===== src/rtl/pc_sequencer.sv =====
// Registered program-counter sequencer: conditional branches on stored Z/N flags,
// CALL/RET through a circular return-address stack, stall hold and external redirect.
module pc_sequencer #(
   parameter int unsigned         PC_W      = 10,
   parameter int unsigned         RAS_DEPTH = 4,
   parameter logic [PC_W-1:0]     RESET_PC  = '0
) (
   input  logic                           clk,
   input  logic                           rst_n,
   input  logic [3:0]                     branch_type,
   input  logic [PC_W-1:0]                branch_offset,
   input  logic [3:0]                     stored_flags,
   input  logic                           stall,
   input  logic                           redirect,
   input  logic [PC_W-1:0]                redirect_pc,
   output logic [PC_W-1:0]                pc,
   output logic                           taken,
   output logic [$clog2(RAS_DEPTH):0]     ras_count,
   output logic                           ras_ovf,
   output logic                           ras_unf
);

   localparam int unsigned PTR_W = $clog2(RAS_DEPTH);
   localparam int unsigned CNT_W = PTR_W + 1;

   localparam logic [3:0] OP_JMP  = 4'd1;
   localparam logic [3:0] OP_BRZ  = 4'd2;
   localparam logic [3:0] OP_BRNZ = 4'd3;
   localparam logic [3:0] OP_BRNS = 4'd4;
   localparam logic [3:0] OP_CALL = 4'd5;
   localparam logic [3:0] OP_RET  = 4'd6;

   logic [PC_W-1:0]  pc_q, pc_d;
   logic             taken_q, taken_d;
   logic [PTR_W-1:0] ptr_q, ptr_d;
   logic [CNT_W-1:0] cnt_q, cnt_d;
   logic             ovf_q, ovf_d;
   logic             unf_q, unf_d;
   logic [PC_W-1:0]  ras_q [RAS_DEPTH];

   logic             push;
   logic [PC_W-1:0]  seq_pc;
   logic [PC_W-1:0]  tgt_pc;
   logic [PTR_W-1:0] ptr_m1;
   logic             flag_z, flag_n;
   logic             unused_flags;

   assign seq_pc       = pc_q + PC_W'(1);
   assign tgt_pc       = pc_q + branch_offset;
   assign ptr_m1       = ptr_q - PTR_W'(1);
   assign flag_z       = stored_flags[0];
   assign flag_n       = stored_flags[1];
   assign unused_flags = ^stored_flags[3:2];

   always_comb begin
      pc_d    = seq_pc;
      taken_d = 1'b0;
      ptr_d   = ptr_q;
      cnt_d   = cnt_q;
      ovf_d   = ovf_q;
      unf_d   = unf_q;
      push    = 1'b0;
      if (redirect) begin
         pc_d    = redirect_pc;
         taken_d = 1'b1;
      end else if (stall) begin
         pc_d    = pc_q;
      end else begin
         case (branch_type)
            OP_JMP:  begin pc_d = tgt_pc; taken_d = 1'b1; end
            OP_BRZ:  if (flag_z)  begin pc_d = tgt_pc; taken_d = 1'b1; end
            OP_BRNZ: if (!flag_z) begin pc_d = tgt_pc; taken_d = 1'b1; end
            OP_BRNS: if (!flag_n) begin pc_d = tgt_pc; taken_d = 1'b1; end
            OP_CALL: begin
               // Full stack: pointer already sits on the oldest entry, so the push overwrites it.
               push    = 1'b1;
               pc_d    = tgt_pc;
               taken_d = 1'b1;
               ptr_d   = ptr_q + PTR_W'(1);
               if (cnt_q == CNT_W'(RAS_DEPTH)) ovf_d = 1'b1;
               else                            cnt_d = cnt_q + CNT_W'(1);
            end
            OP_RET: begin
               if (cnt_q != '0) begin
                  pc_d    = ras_q[ptr_m1];
                  taken_d = 1'b1;
                  ptr_d   = ptr_m1;
                  cnt_d   = cnt_q - CNT_W'(1);
               end else begin
                  unf_d   = 1'b1;
               end
            end
            default: ;
         endcase
      end
   end

   always_ff @(posedge clk or negedge rst_n) begin
      if (!rst_n) begin
         pc_q    <= RESET_PC;
         taken_q <= 1'b0;
         ptr_q   <= '0;
         cnt_q   <= '0;
         ovf_q   <= 1'b0;
         unf_q   <= 1'b0;
         for (int unsigned i = 0; i < RAS_DEPTH; i++) ras_q[i] <= '0;
      end else begin
         pc_q    <= pc_d;
         taken_q <= taken_d;
         ptr_q   <= ptr_d;
         cnt_q   <= cnt_d;
         ovf_q   <= ovf_d;
         unf_q   <= unf_d;
         if (push) ras_q[ptr_q] <= seq_pc;
      end
   end

   assign pc        = pc_q;
   assign taken     = taken_q;
   assign ras_count = cnt_q;
   assign ras_ovf   = ovf_q;
   assign ras_unf   = unf_q;

endmodule


===== config.mk =====
export PLATFORM = sky130hd
export DESIGN_NAME = pc_sequencer
export DESIGN_NICKNAME = d
export VERILOG_FILES = /design/src/rtl/pc_sequencer.sv
export SDC_FILE = /design/constraint.sdc
export NUM_CORES = 1
export LEC_CHECK = 0
export ABC_AREA = 1
export BUFFER_PORTS_ARGS = -buffer_cell sky130_fd_sc_hd__buf_2
export CAP_MARGIN = 30
export CORE_MARGIN = 1.5
export CORE_UTILIZATION = 40
export CTS_CLUSTER_DIAMETER = 50
export DETAILED_ROUTE_END_ITERATION = 10
export PLACE_DENSITY_LB_ADDON = 0.08
export SYNTH_ARGS = -nofsm -noshare
export SYNTH_HDL_FRONTEND = slang
export SYNTH_SLANG_ARGS = --single-unit

===== constraint.sdc =====
create_clock -name clk -period 2.55 [get_ports clk]
set_clock_uncertainty 0.1 [all_clocks]
set_input_delay 0.1275 -clock clk [delete_from_list [all_inputs] [get_ports clk]]
set_output_delay 0.1275 -clock clk [all_outputs]
set_load 0.03 [all_outputs]

==> results.json <==
{
  "die_y_um": 100,
  "rr_endpoint": "pc[6]$_DFFE_PN0P_",
  "start_util_pct": 41.0,
  "rrSetupSlack_ns": 0.52,
  "ys_types": 36,
  "mostFrequentLayoutCells": "166 x nand2_1, 58 x dfrtp_1, 56 x inv_1",
  "leakage_nw": 2.37,
  "endpoint": "pc[6]$_DFFE_PN0P_",
  "seqPwrFrac_pct": 33.7,
  "max_stage_delay_ns": 0.40,
  "detail_route.first_pass.iterations": 4,
  "coreArea_mm2": 0.00920,
  "cts_resized": 0,
  "wl_met2_um": 4630,
  "end_kind": "register",
  "syn_nets": 565,
  "synth_area_leaders": "dfrtp_1 38%, nand2_1 17%, inv_1 5.6%",
  "cp.required_ns": 2.69,
  "fin_util_pct": 48.1,
  "combinationalPowerShare_pct": 42.5,
  "r2r-start": "pc[0]$_DFFE_PN0P_",
  "yosys_warnings": 0,
  "setup_viol": 0,
  "die_w_um": 100,
  "ctsRootBufferMaster": "clkbuf_8",
  "antenna_found_initial": 0,
  "cts_tree": "yes",
  "gp_congestion": 0.834,
  "min_period_over_period_pct": 79.8,
  "p_clk_share_pct": 23.8,
  "timing.fmax_mhz": 491,
  "vias": 3537,
  "tns_ns": 0,
  "avgSynthCellArea_um2": 7.30,
  "maxCapViolCount": 0,
  "sw_frac_of_total_pct": 41.7,
  "rows": 35,
  "holdCritPathClass": "input pin to register",
  "critPathLaunchType": "register",
  "clk_path_buf_depth": 2,
  "wl_per_cell_um": 15.0,
  "grt_pass1_vias": 3476,
  "slew_violations": 0,
  "top_layer_used": "met4",
  "grt_pass1_wl_um": 17300,
  "r2r_cells": 12,
  "synth_top_area_share_pct": 38.5,
  "worstPathCellList": "ha_1, inv_1, fa_1, o21ai_0, buf_4, nand2_1, nand2_1, nand2_1, nand3_1, nand3_1, nand2_1, nand2_1",
  "overflow": 0,
  "period_needed_ns": 2.03,
  "layout_setup_ws_ns": 0.515,
  "wirelength_um": 10400,
  "yosys.area.top_type": "dfrtp_1",
  "final_common_cell": "nand2_1",
  "syn_area_mm2": 0.00377,
  "wl_met1_um": 5110,
  "whs_ns": 0.0171,
  "crit_path_frequent_cell": "nand2_1",
  "hold_viol": 0,
  "netSwitchingPower_mw": 1.54,
  "synth-edff-count": 0,
  "crit_cells": 12,
  "crit_fanout": 3,
  "syn_to_final_growth_pct": 17.2,
  "p_per_area_mw_per_mm2": 836,
  "met3_length_um": 427,
  "path_buf_inv": 2,
  "p_int_mw": 2.16,
  "clkLatencyLatePin_ns": 0.34,
  "clkTransAtPathRegs_ns": 0.07,
  "io_buffers": 45,
  "worst_slew_pin_slew_ns": 0.728,
  "vdd_ir_drop_max_uv": 295,
  "viasPerCell": 5.10,
  "startpoint": "pc[0]$_DFFE_PN0P_",
  "grt_max_degree": 31,
  "finalNetCount": 625,
  "grt_usage_pct": 22.4,
  "cts_buffers": 9,
  "ant_nets": 0,
  "cpLargestDelayFamily": "adder cells",
  "diodes": 0,
  "ys.flop_type": "dfrtp_1",
  "hpwl_um": 7630,
  "nFillCells": 963,
  "dieArea_mm2": 0.0100,
  "drt_iter0_drc": 128,
  "clkSinkCount": 58,
  "place_ws_ns": 0.525,
  "h-tree-depth": 3,
  "drive_above_1_share_pct": 16.0,
  "power.total_mw": 3.70,
  "synthCells": 517,
  "synth_seq_cells": 58,
  "cp_data_arrival_time_ns": 2.17,
  "drc": 0,
  "relSlewSlack_pct": 51.5,
  "slowest_stage": "fa_1",
  "ys_seq_area_share_pct": 38.5,
  "boundaryPins": 48,
  "rsz0062_at_grt": "no",
  "worstSetupPathType": "register to register",
  "run_status": "complete, no violations",
  "async_reset_ff_share_pct": 100
}
==> metrics by stage <==
stage | cells | instance area [um2]
2_1_floorplan | 517 | 3770
3_5_place_dp | 668 | 4130
4_1_cts | 693 | 4420
3_3_place_gp | 668 | 4130
6_report | 693 | 4420
5_1_grt | 693 | 4420
==> power by group through the flow <==
stage / Sequential (mW) / Clock (mW) / Combinational [mW]
final: 1.25 / 0.881 / 1.57
after global routing: 1.28 / 0.936 / 1.78
after CTS: 1.25 / 0.899 / 1.59
after detailed placement: 1.26 / 0 / 1.57
after global placement: 1.26 / 0 / 1.56
after floorplan: 1.34 / 0 / 1.02
==> worst min path at each step <==
stage	from	to	slack (ns)	depth (start not counted)
2_1_floorplan	rst_n	pc[0]$_DFFE_PN0P_	-0.27	0
3_3_place_gp	rst_n	ras_q[18]$_DFFE_PN0P_	0.13	1
3_5_place_dp	rst_n	ras_q[18]$_DFFE_PN0P_	0.14	1
4_1_cts	redirect_pc[0]	pc[0]$_DFFE_PN0P_	0.004	3
5_1_grt	redirect_pc[0]	pc[0]$_DFFE_PN0P_	0.007	3
6_report	redirect_pc[0]	pc[0]$_DFFE_PN0P_	0.02	3
==> sequential cells by signal, indices dropped and copies added, names as in the netlist <==
register / flops
taken: 1
ras_count: 3
pc: 10
ras_q: 40
ras_ovf: 1
ras_unf: 1
ptr_q: 2
==> area by class of cell <==
| cell class | count | area (um2) | share of cell area, % |
|---|---|---|---|
| clock buffer | 11 | 151 | 3.42 |
| clock inverter | 5 | 52.6 | 1.19 |
| inverter | 61 | 229 | 5.18 |
| multi-input combinational | 386 | 2020 | 45.6 |
| sequential | 58 | 1450 | 32.8 |
| tap | 111 | 139 | 3.14 |
| timing repair buffer | 61 | 380 | 8.60 |
==> synthesized netlist by cell type (3+ instances only) <==
| master | count |
|---|---|
| a21oi_1 | 18 |
| buf_2 | 6 |
| buf_6 | 3 |
| clkbuf_1 | 3 |
| dfrtp_1 | 58 |
| ha_1 | 14 |
| inv_1 | 56 |
| inv_2 | 5 |
| nand2_1 | 166 |
| nand2_2 | 3 |
| nand2_4 | 5 |
| nand3_1 | 37 |
| nand3b_1 | 4 |
| nand4_1 | 7 |
| nor2_1 | 27 |
| nor2_2 | 3 |
| nor2_4 | 3 |
| nor3_1 | 3 |
| o21ai_0 | 28 |
| o21ai_1 | 37 |
| o22ai_1 | 3 |
| xnor2_1 | 3 |
| xor2_1 | 7 |
==> metal layers <==
layer,up-vias,track usage [%]
li1,1793,-
met5,-,0
met4,0,6.93
met3,14,3.76
met2,88,35.6
met1,1642,31.3
==> worst min-delay path: cells and delay by family <==
family / cells / cell delay [ns]
simple gates: 1 / 0.07
buf+inv: 1 / 0.08
compound gates: 1 / 0.13
==> cells by family (layout without fill, tap and decap cells) <==
| family | after synthesis | after routing | share of synthesized area (%) |
|---|---|---|---|
| simple gates | 265 | 265 | 31.9 |
| fa+ha+maj | 16 | 16 | 5.70 |
| flops | 58 | 58 | 38.5 |
| buf+inv | 73 | 138 | 8.06 |
| xor+xnor | 10 | 10 | 2.32 |
| compound gates | 95 | 95 | 13.6 |
==> timing repair <==
action	4_1_cts	5_1_grt
hold endpoints to repair	37	0
hold buffers	9	0
setup buffers	0	0
No activity file was read; power rests on OpenSTA's default activity.
